## config.mk

```make
export PLATFORM = sky130hd
export DESIGN_NAME = button_debouncer
export DESIGN_NICKNAME = d
export VERILOG_FILES = /design/src/rtl/button_debouncer.sv
export SDC_FILE = /design/constraint.sdc
export NUM_CORES = 1
export LEC_CHECK = 0
export BUFFER_PORTS_ARGS = -buffer_cell sky130_fd_sc_hd__buf_2
export CAP_MARGIN = 20
export CORE_AREA = 2 2 93 95
export DETAILED_ROUTE_END_ITERATION = 10
export DIE_AREA = 0 0 95 97
export PLACE_DENSITY = 0.58
export SYNTH_ARGS = -nofsm -noshare
export SYNTH_HDL_FRONTEND = slang
export SYNTH_SLANG_ARGS = --single-unit
```

## constraint.sdc

```tcl
create_clock -name clk -period 2.3 [get_ports clk]
set_clock_uncertainty 0.15 [all_clocks]
set_input_delay 0.345 -clock clk [delete_from_list [all_inputs] [get_ports clk]]
set_output_delay 0.345 -clock clk [all_outputs]
set_load 0.005 [all_outputs]
```

## src/rtl/button_debouncer.sv

```systemverilog
// rtl/button_debouncer.sv - multi-channel push-button synchroniser and debouncer with edge pulses
module button_debouncer #(
    parameter int N             = 3,
    parameter int STABLE_CYCLES = 1000000,
    parameter int CNT_W         = $clog2(STABLE_CYCLES)
) (
    input  logic         clk,
    input  logic         rst,
    input  logic [N-1:0] btn_in,
    output logic [N-1:0] db_out,
    output logic [N-1:0] press_pulse,
    output logic [N-1:0] release_pulse,
    output logic         any_press
);

    // Terminal count: a mismatch seen while the counter holds this value flips the output.
    localparam logic [CNT_W-1:0] LP_CNT_MAX = CNT_W'(STABLE_CYCLES - 1);

    logic [N-1:0]     r_s1;
    logic [N-1:0]     r_s2;
    logic [CNT_W-1:0] r_cnt [N];

    logic [N-1:0]     w_db_next;
    logic [N-1:0]     w_press_next;
    logic [N-1:0]     w_release_next;
    logic [CNT_W-1:0] w_cnt_next [N];

    // Per-channel stability filter: count consecutive mismatches, flip on the last one.
    always_comb begin
        w_db_next      = db_out;
        w_press_next   = '0;
        w_release_next = '0;
        for (int i = 0; i < N; i++) begin
            w_cnt_next[i] = '0;
            if (r_s2[i] != db_out[i]) begin
                if (r_cnt[i] == LP_CNT_MAX) begin
                    w_db_next[i]      = r_s2[i];
                    w_press_next[i]   = r_s2[i];
                    w_release_next[i] = ~r_s2[i];
                end else begin
                    w_cnt_next[i] = r_cnt[i] + CNT_W'(1);
                end
            end
        end
    end

    // Synchroniser, counters and registered outputs; reset forces a silent clear.
    always_ff @(posedge clk) begin
        if (!rst) begin
            r_s1          <= '0;
            r_s2          <= '0;
            db_out        <= '0;
            press_pulse   <= '0;
            release_pulse <= '0;
            any_press     <= 1'b0;
            for (int i = 0; i < N; i++) begin
                r_cnt[i] <= '0;
            end
        end else begin
            r_s1          <= btn_in;
            r_s2          <= r_s1;
            db_out        <= w_db_next;
            press_pulse   <= w_press_next;
            release_pulse <= w_release_next;
            any_press     <= |w_press_next;
            for (int i = 0; i < N; i++) begin
                r_cnt[i] <= w_cnt_next[i];
            end
        end
    end

endmodule

```

==> results of run 1 <==
-- logic make-up after synthesis --
kind of cell / share of synthesized area
XOR/XNOR: 0.119
buffers and inverters: 0.0229
AO/OA/AOI/OAI: 0.0670
AND/OR/NAND/NOR: 0.308
adder cells (fa/ha/maj): 0.0116
flip-flops: 0.471
-- registers in the layout, summed over array words and instances (netlist names) --
| register | count |
|---|---|
| db_out | 3 |
| r_cnt | 60 |
| any_press | 1 |
| press_pulse | 3 |
| r_s1 | 3 |
| r_s2 | 3 |
| release_pulse | 3 |
-- per-stage QoR --
step / worst slack (ns) / utilization / area, um2 / power (mW) / std cells
after floorplan: 0.271 / - / 3230 / 1.37 / 360
after detailed placement: 0.173 / 0.427 / 3480 / 1.39 / 479
after global routing: 0.0977 / 0.453 / 3690 / 2.52 / 495
after global placement: 0.204 / 0.427 / 3480 / 1.39 / 479
after CTS: 0.162 / 0.453 / 3690 / 2.45 / 495
final: 0.161 / 0.453 / 3690 / 2.41 / 495
-- synthesized netlist by cell type, types with 6 or more instances --
master / instances / area (um2)
sky130_fd_sc_hd__nand3_1: 21 / 105
sky130_fd_sc_hd__nor3_1: 6 / 30.0
sky130_fd_sc_hd__dfxtp_1: 76 / 1520
sky130_fd_sc_hd__o31ai_1: 7 / 52.6
sky130_fd_sc_hd__a21oi_1: 16 / 80.1
sky130_fd_sc_hd__and2_1: 10 / 62.6
sky130_fd_sc_hd__o21ai_0: 8 / 40.0
sky130_fd_sc_hd__or4_1: 7 / 52.6
sky130_fd_sc_hd__nand4_1: 16 / 100
sky130_fd_sc_hd__or3_1: 11 / 68.8
sky130_fd_sc_hd__nor4_1: 12 / 75.1
sky130_fd_sc_hd__clkbuf_1: 7 / 26.3
sky130_fd_sc_hd__inv_1: 10 / 37.5
sky130_fd_sc_hd__xnor2_1: 26 / 228
sky130_fd_sc_hd__xor2_1: 18 / 158
sky130_fd_sc_hd__nand2_1: 22 / 82.6
sky130_fd_sc_hd__and4_1: 9 / 78.8
sky130_fd_sc_hd__nor2_1: 51 / 191
-- how the worst max path moves through the flow --
stage                       startpoint  slack [ns]      endpoint
after floorplan           r_cnt[0][11]        0.27  r_cnt[0][18]
after global placement    r_cnt[0][11]        0.20  r_cnt[0][18]
after detailed placement  r_cnt[0][11]        0.17  r_cnt[0][18]
after CTS                 r_cnt[0][11]        0.16  r_cnt[0][19]
after global routing      r_cnt[0][11]         0.1   r_cnt[0][7]
final                     r_cnt[0][11]        0.16  r_cnt[0][19]
-- power groups by stage --
stage / logic, mW / clock network, mW / registers, mW
floorplan: 0.0180 / 0 / 1.36
global placement: 0.0286 / 0 / 1.36
detailed placement: 0.0284 / 0 / 1.36
CTS: 0.0285 / 1.09 / 1.33
global route: 0.0318 / 1.17 / 1.33
finish: 0.0278 / 1.06 / 1.33
-- routing by layer --
metal / vias up / global-route usage / share of wire
li1: 1323 / - / -
met1: 1162 / 0.203 / 0.51
met2: 44 / 0.196 / 0.43
met3: 2 / 0.0561 / 0.056
met4: 0 / 0.0468 / 0.0071
met5: - / 0 / 0
-- cell type report --
cell class / count / area [um2] / area share
sequential: 76 / 1520 / 0.413
timing repair buffer: 23 / 150 / 0.0407
tap: 105 / 131 / 0.0356
multi-input combinational: 265 / 1640 / 0.444
inverter: 10 / 37.5 / 0.0102
clock inverter: 5 / 60.1 / 0.0163
clock buffer: 11 / 151 / 0.0411
==> out/qor.tcl, run 1 <==
set qor(reg2regPathDepth) 5
set qor(cell_depth_of_the_worst_min_delay_path) 2
set qor(worstPathBufferInverterCount) 1
set qor(reg2reg_from) {r_cnt[0][11]}
set qor(ys_async_sr_fraction) 0
set qor(detailedRoute.firstIterationViolations) 111
set qor(layout_commonest_cell) {sky130_fd_sc_hd__dfxtp_1}
set qor(synth_cell_type_count) 35
set qor(grt_overflow_total) 0
set qor(fp.dieArea_um2) 9220
set qor(worstSetupEndpointType) {flop}
set qor(core_region_area_um2) 8130
set qor(detailedRoute.firstPassIterationCount) 4
set qor(worstPathMaxFanout) 20
set qor(dp_hpwl_mm) 4.22
set qor(cp.depth) 5
set qor(power.share.switching) 0.214
set qor(crit_path_top_delay_cell) {sky130_fd_sc_hd__or4_4}
set qor(post_synth_inst_count) 360
set qor(cells_resized_by_post_cts_repair) 0
set qor(final.period_utilization) 0.930
set qor(postCtsSetupBuffers) 0
set qor(cts_tree) {yes}
set qor(grt_first_pass_wirelength_mm) 10.5
set qor(placementRows) 33
set qor(timing.critical_path.arrival_ns) 2.22
set qor(clock-sinks) 76
set qor(boundaryPins) 15
set qor(power.internal_mw) 1.89
set qor(global_route.usage.total) 0.143
set qor(power-per-cell-area_nw_per_um2) 654
set qor(timing.reg2reg.setup_slack_ns) 0.16
set qor(avgViaCountPerCell) 5.11
set qor(io_buffers) 14
set qor(cp_top_family) {simple AND/OR/NAND/NOR gates}
set qor(max_slew_margin) 0.657
set qor(ant_nets) 0
set qor(timing.rr.end) {r_cnt[0][19]}
set qor(syn-num-nets) 368
set qor(crit_path_cell_trace) {or4b_1 > or4_4 > o211ai_2 > buf_12 > a21oi_1}
set qor(final_cell_mix) {sky130_fd_sc_hd__dfxtp_1, sky130_fd_sc_hd__nor2_1, sky130_fd_sc_hd__xnor2_1}
set qor(critical_path_rt_ns) 2.38
set qor(drv_cap) 0
set qor(start_util) 0.397
set qor(fraction_of_final_layout_cells_with_drive_strength_greater_than_1) 0.118
set qor(status) {complete, no violations}
set qor(syn2layout_area_growth_pct) 14.1
set qor(postRouteWirelength_mm) 6.05
set qor(clockPowerShare) 0.438
set qor(source_of_the_worst_hold_timing_path) {btn_in[0]}
set qor(rsz0062_at_grt) {no}
set qor(die-height_um) 97
set qor(nNetsFinal) 393
set qor(gp_congestion) 0.788
set qor(antenna-diode-count) 0
set qor(min_to) {r_s1[0]}
set qor(pin_count_of_the_biggest_net_entering_global_routing) 21
set qor(max_clock_freq_mhz) 468
set qor(holdCritPathClass) {in2reg}
set qor(setup_violations) 0
set qor(cts-hold-fix-buffers) 0
set qor(postSynthRegisterBits) 76
set qor(worstSetupPathType) {reg2reg}
set qor(first_global_vias) 2254
set qor(post_syn_area_um2) 3230
set qor(worstSetupStartpointType) {flop}
set qor(fin_worst_hold_slack_ns) 0.0498
set qor(worst_vdd_ir_mv) 0.445
set qor(clockRootBuffer) {sky130_fd_sc_hd__clkbuf_8}
set qor(cellLeakagePower_nw) 1.16
set qor(detail_route.drc_violations) 0
set qor(cts_buffer_depth) 2
set qor(antenna_violations_before_repair) 0
set qor(synthesis.yosys.warnings) 0
set qor(timing_worst_slew_pin_value_ns) 0.510
set qor(p_comb_frac) 0.012
set qor(syn_area_per_cell_um2) 8.97
set qor(layout.filler_cells) 763
set qor(min_period_ns) 2.14
set qor(critPathMaxStageDelay_ns) 0.54
set qor(number_of_flops_mapped_to_enable_cells_by_yosys) 0
set qor(detailroute.via_count) 2531
set qor(hold_viol) 0
set qor(cts-buffers-inserted) 9
set qor(die_w_um) 95
set qor(ys_flop_type) {sky130_fd_sc_hd__dfxtp_1}
set qor(seq_total_area_yosys) 0.471
set qor(p_sw_mw) 0.516
set qor(routedWlPerCell_um) 12.2
set qor(clock_latency_on_the_worst_skew_pair_ns) 0.35
set qor(totalNegativeSetupSlack_ns) 0
set qor(ctsHtreeMaxLevel) 3
set qor(pwr-share-seq) 0.550
set qor(cts.clk_slew.worst_paths_ns) 0.09
set qor(slew_violations) 0
Note: power is estimated with default switching activity, not from simulation.
==> run 2: changes to the inputs <==
Settings changed: CORE_AREA 2 2 93 95 to 5 5 92 103, DIE_AREA 0 0 95 97 to 0 0 97 108.
==> out/qor.tcl, run 2 (synthesis results as in run 1) <==
set qor(boundaryPins) 15 ;# unchanged
set qor(dp_hpwl_mm) 4.36 ;# +3.4%
set qor(gp_congestion) 0.787 ;# -0.20%
set qor(final.period_utilization) 0.920 ;# -0.0103
set qor(antenna-diode-count) 0 ;# unchanged
set qor(cts-buffers-inserted) 9 ;# unchanged
set qor(worstSetupPathType) {reg2reg}
set qor(fraction_of_final_layout_cells_with_drive_strength_greater_than_1) 0.118 ;# -0.000302
set qor(number_of_flip_flops_in_the_largest_register) 60 ;# unchanged
set qor(routedWlPerCell_um) 12.3 ;# +0.77%
set qor(worst_vdd_ir_mv) 0.292 ;# -34%
set qor(reg2reg_from) {r_cnt[0][11]}
set qor(ctsHtreeMaxLevel) 3 ;# unchanged
set qor(die-height_um) 108 ;# +11%
set qor(pin_count_of_the_biggest_net_entering_global_routing) 21 ;# unchanged
set qor(layoutNonFillerInstCount) 502 ;# +1.4%
set qor(nNetsFinal) 394 ;# +0.25%
set qor(worstSetupStartpointType) {flop}
set qor(critPathMaxStageDelay_ns) 0.54 ;# about the same
set qor(ant_nets) 0 ;# unchanged
set qor(crit_path_cell_trace) {or4b_1 > or4_4 > o211ai_2 > buf_4 > nor2_1}
set qor(clockRootBuffer) {sky130_fd_sc_hd__clkbuf_8}
set qor(crit_path_top_delay_cell) {sky130_fd_sc_hd__or4_4}
set qor(detailroute.via_count) 2549 ;# +0.71%
set qor(largest_register) {r_cnt}
set qor(holdCritPathClass) {in2reg}
set qor(worstSetupEndpointType) {flop}
set qor(final_cell_mix) {sky130_fd_sc_hd__dfxtp_1, sky130_fd_sc_hd__nor2_1, sky130_fd_sc_hd__xnor2_1}
set qor(placementRows) 35 ;# +6.1%
set qor(first_global_vias) 2383 ;# +5.7%
set qor(cells_resized_by_post_cts_repair) 0 ;# unchanged
set qor(final_cell_area_um2) 3720 ;# +0.85%
set qor(min_period_ns) 2.12 ;# -0.0237 ns
set qor(detailedRoute.firstPassIterationCount) 4 ;# unchanged
set qor(antenna_violations_before_repair) 0 ;# unchanged
set qor(start_util) 0.390 ;# -0.00684
set qor(avgViaCountPerCell) 5.08 ;# -0.69%
set qor(power-per-cell-area_nw_per_um2) 692 ;# +6.0%
set qor(worstPathMaxFanout) 11 ;# -45%
set qor(postPlaceCellArea_um2) 3480 ;# about the same
set qor(core_region_area_um2) 8280 ;# +1.8%
set qor(cts_buffer_depth) 2 ;# unchanged
set qor(grt_overflow_total) 0 ;# unchanged
set qor(source_of_the_worst_hold_timing_path) {btn_in[0]}
set qor(clock_latency_on_the_worst_skew_pair_ns) 0.35 ;# about the same
set qor(cts_tree) {yes}
set qor(rsz0062_at_grt) {no}
set qor(totalNegativeSetupSlack_ns) 0 ;# unchanged
set qor(hold_viol) 0 ;# unchanged
set qor(clock-sinks) 76 ;# unchanged
set qor(fp.dieArea_um2) 10500 ;# +14%
set qor(timing.critical_path.arrival_ns) 2.20 ;# -0.02 ns
set qor(status) {complete, no violations}
set qor(max_clock_freq_mhz) 473 ;# +1.1%
set qor(die_w_um) 97 ;# +2.1%
set qor(setup_violations) 0 ;# unchanged
set qor(postRouteWirelength_mm) 6.18 ;# +2.2%
set qor(cellLeakagePower_nw) 1.17 ;# +1.1%
set qor(final-seq-area_um2) 1520 ;# unchanged
set qor(detail_route.drc_violations) 0 ;# unchanged
set qor(critical_path_startpoint) {r_cnt[0][11]}
set qor(multi_input_area_um2) 1640 ;# unchanged
set qor(timing_worst_slew_pin_value_ns) 0.527 ;# +0.0169 ns
set qor(layout.filler_cells) 833 ;# +9.2%
set qor(slew_violations) 0 ;# unchanged
set qor(grt_first_pass_wirelength_mm) 10.9 ;# +3.5%
set qor(max_slew_margin) 0.644 ;# -0.0131
set qor(io_buffers) 14 ;# unchanged
set qor(cts-hold-fix-buffers) 0 ;# unchanged
set qor(layout_commonest_cell) {sky130_fd_sc_hd__dfxtp_1}
set qor(drv_cap) 0 ;# unchanged
set qor(critical_path_rt_ns) 2.39 ;# about the same
set qor(syn2layout_area_growth_pct) 15.1
set qor(detailedRoute.firstIterationViolations) 96 ;# -14%
set qor(postCtsSetupBuffers) 0 ;# unchanged
set qor(cts.clk_slew.worst_paths_ns) 0.08 ;# about the same
set qor(global_route.usage.total) 0.126 ;# -0.0172
set qor(placed_cell_count) 486 ;# +1.5%
[run 2: metal layers]
metal	wire, um	track usage	vias up
met4	125	0.0592	0
met2	2670	0.190	32
met3	235	0.0361	10
met5	0	0	-
met1	3150	0.165	1177
li1	-	-	1330
[run 2: layout make-up]
type | instances | share of cell area
clock buffer | 10 | 0.0343
sequential | 76 | 0.409
inverter | 10 | 0.0101
tap | 111 | 0.0373
timing repair buffer | 24 | 0.0390
multi-input combinational | 265 | 0.440
clock inverter | 6 | 0.0303
[run 2: worst max-delay path: cells and delay by family (launching register included)]
kind | cells | cell delay [ns]
simple gates | 3 | 1.12
flops | 1 | 0.36
compound gates | 1 | 0.18
buf+inv | 1 | 0.20
[run 2: where the power goes]
part | switching [mW] | internal, mW | total, mW
combinational | 0.0176 | 0.0102 | 0.0277
sequential | 0.00464 | 1.32 | 1.33
clock | 0.498 | 0.723 | 1.22
[run 2: path summary, 6_finish.rpt]
path	slack, ns	to	cells past startpoint
max	0.18	r_cnt[0][7]	5
min	0.06	r_s1[0]	2
max reg2reg	0.18	r_cnt[0][7]	5
min reg2reg	0.28	r_s2[2]	1
[run 2: metrics by stage]
step | worst slack (ns) | hold slack, ns | util | power [mW]
2_1_floorplan | 0.271 | 0.262 | - | 1.37
3_3_place_gp | 0.217 | 0.270 | 0.420 | 1.38
3_5_place_dp | 0.198 | 0.267 | 0.420 | 1.39
4_1_cts | 0.186 | 0.0474 | 0.449 | 2.61
5_1_grt | 0.0664 | 0.0548 | 0.449 | 2.68
6_report | 0.185 | 0.0586 | 0.449 | 2.57
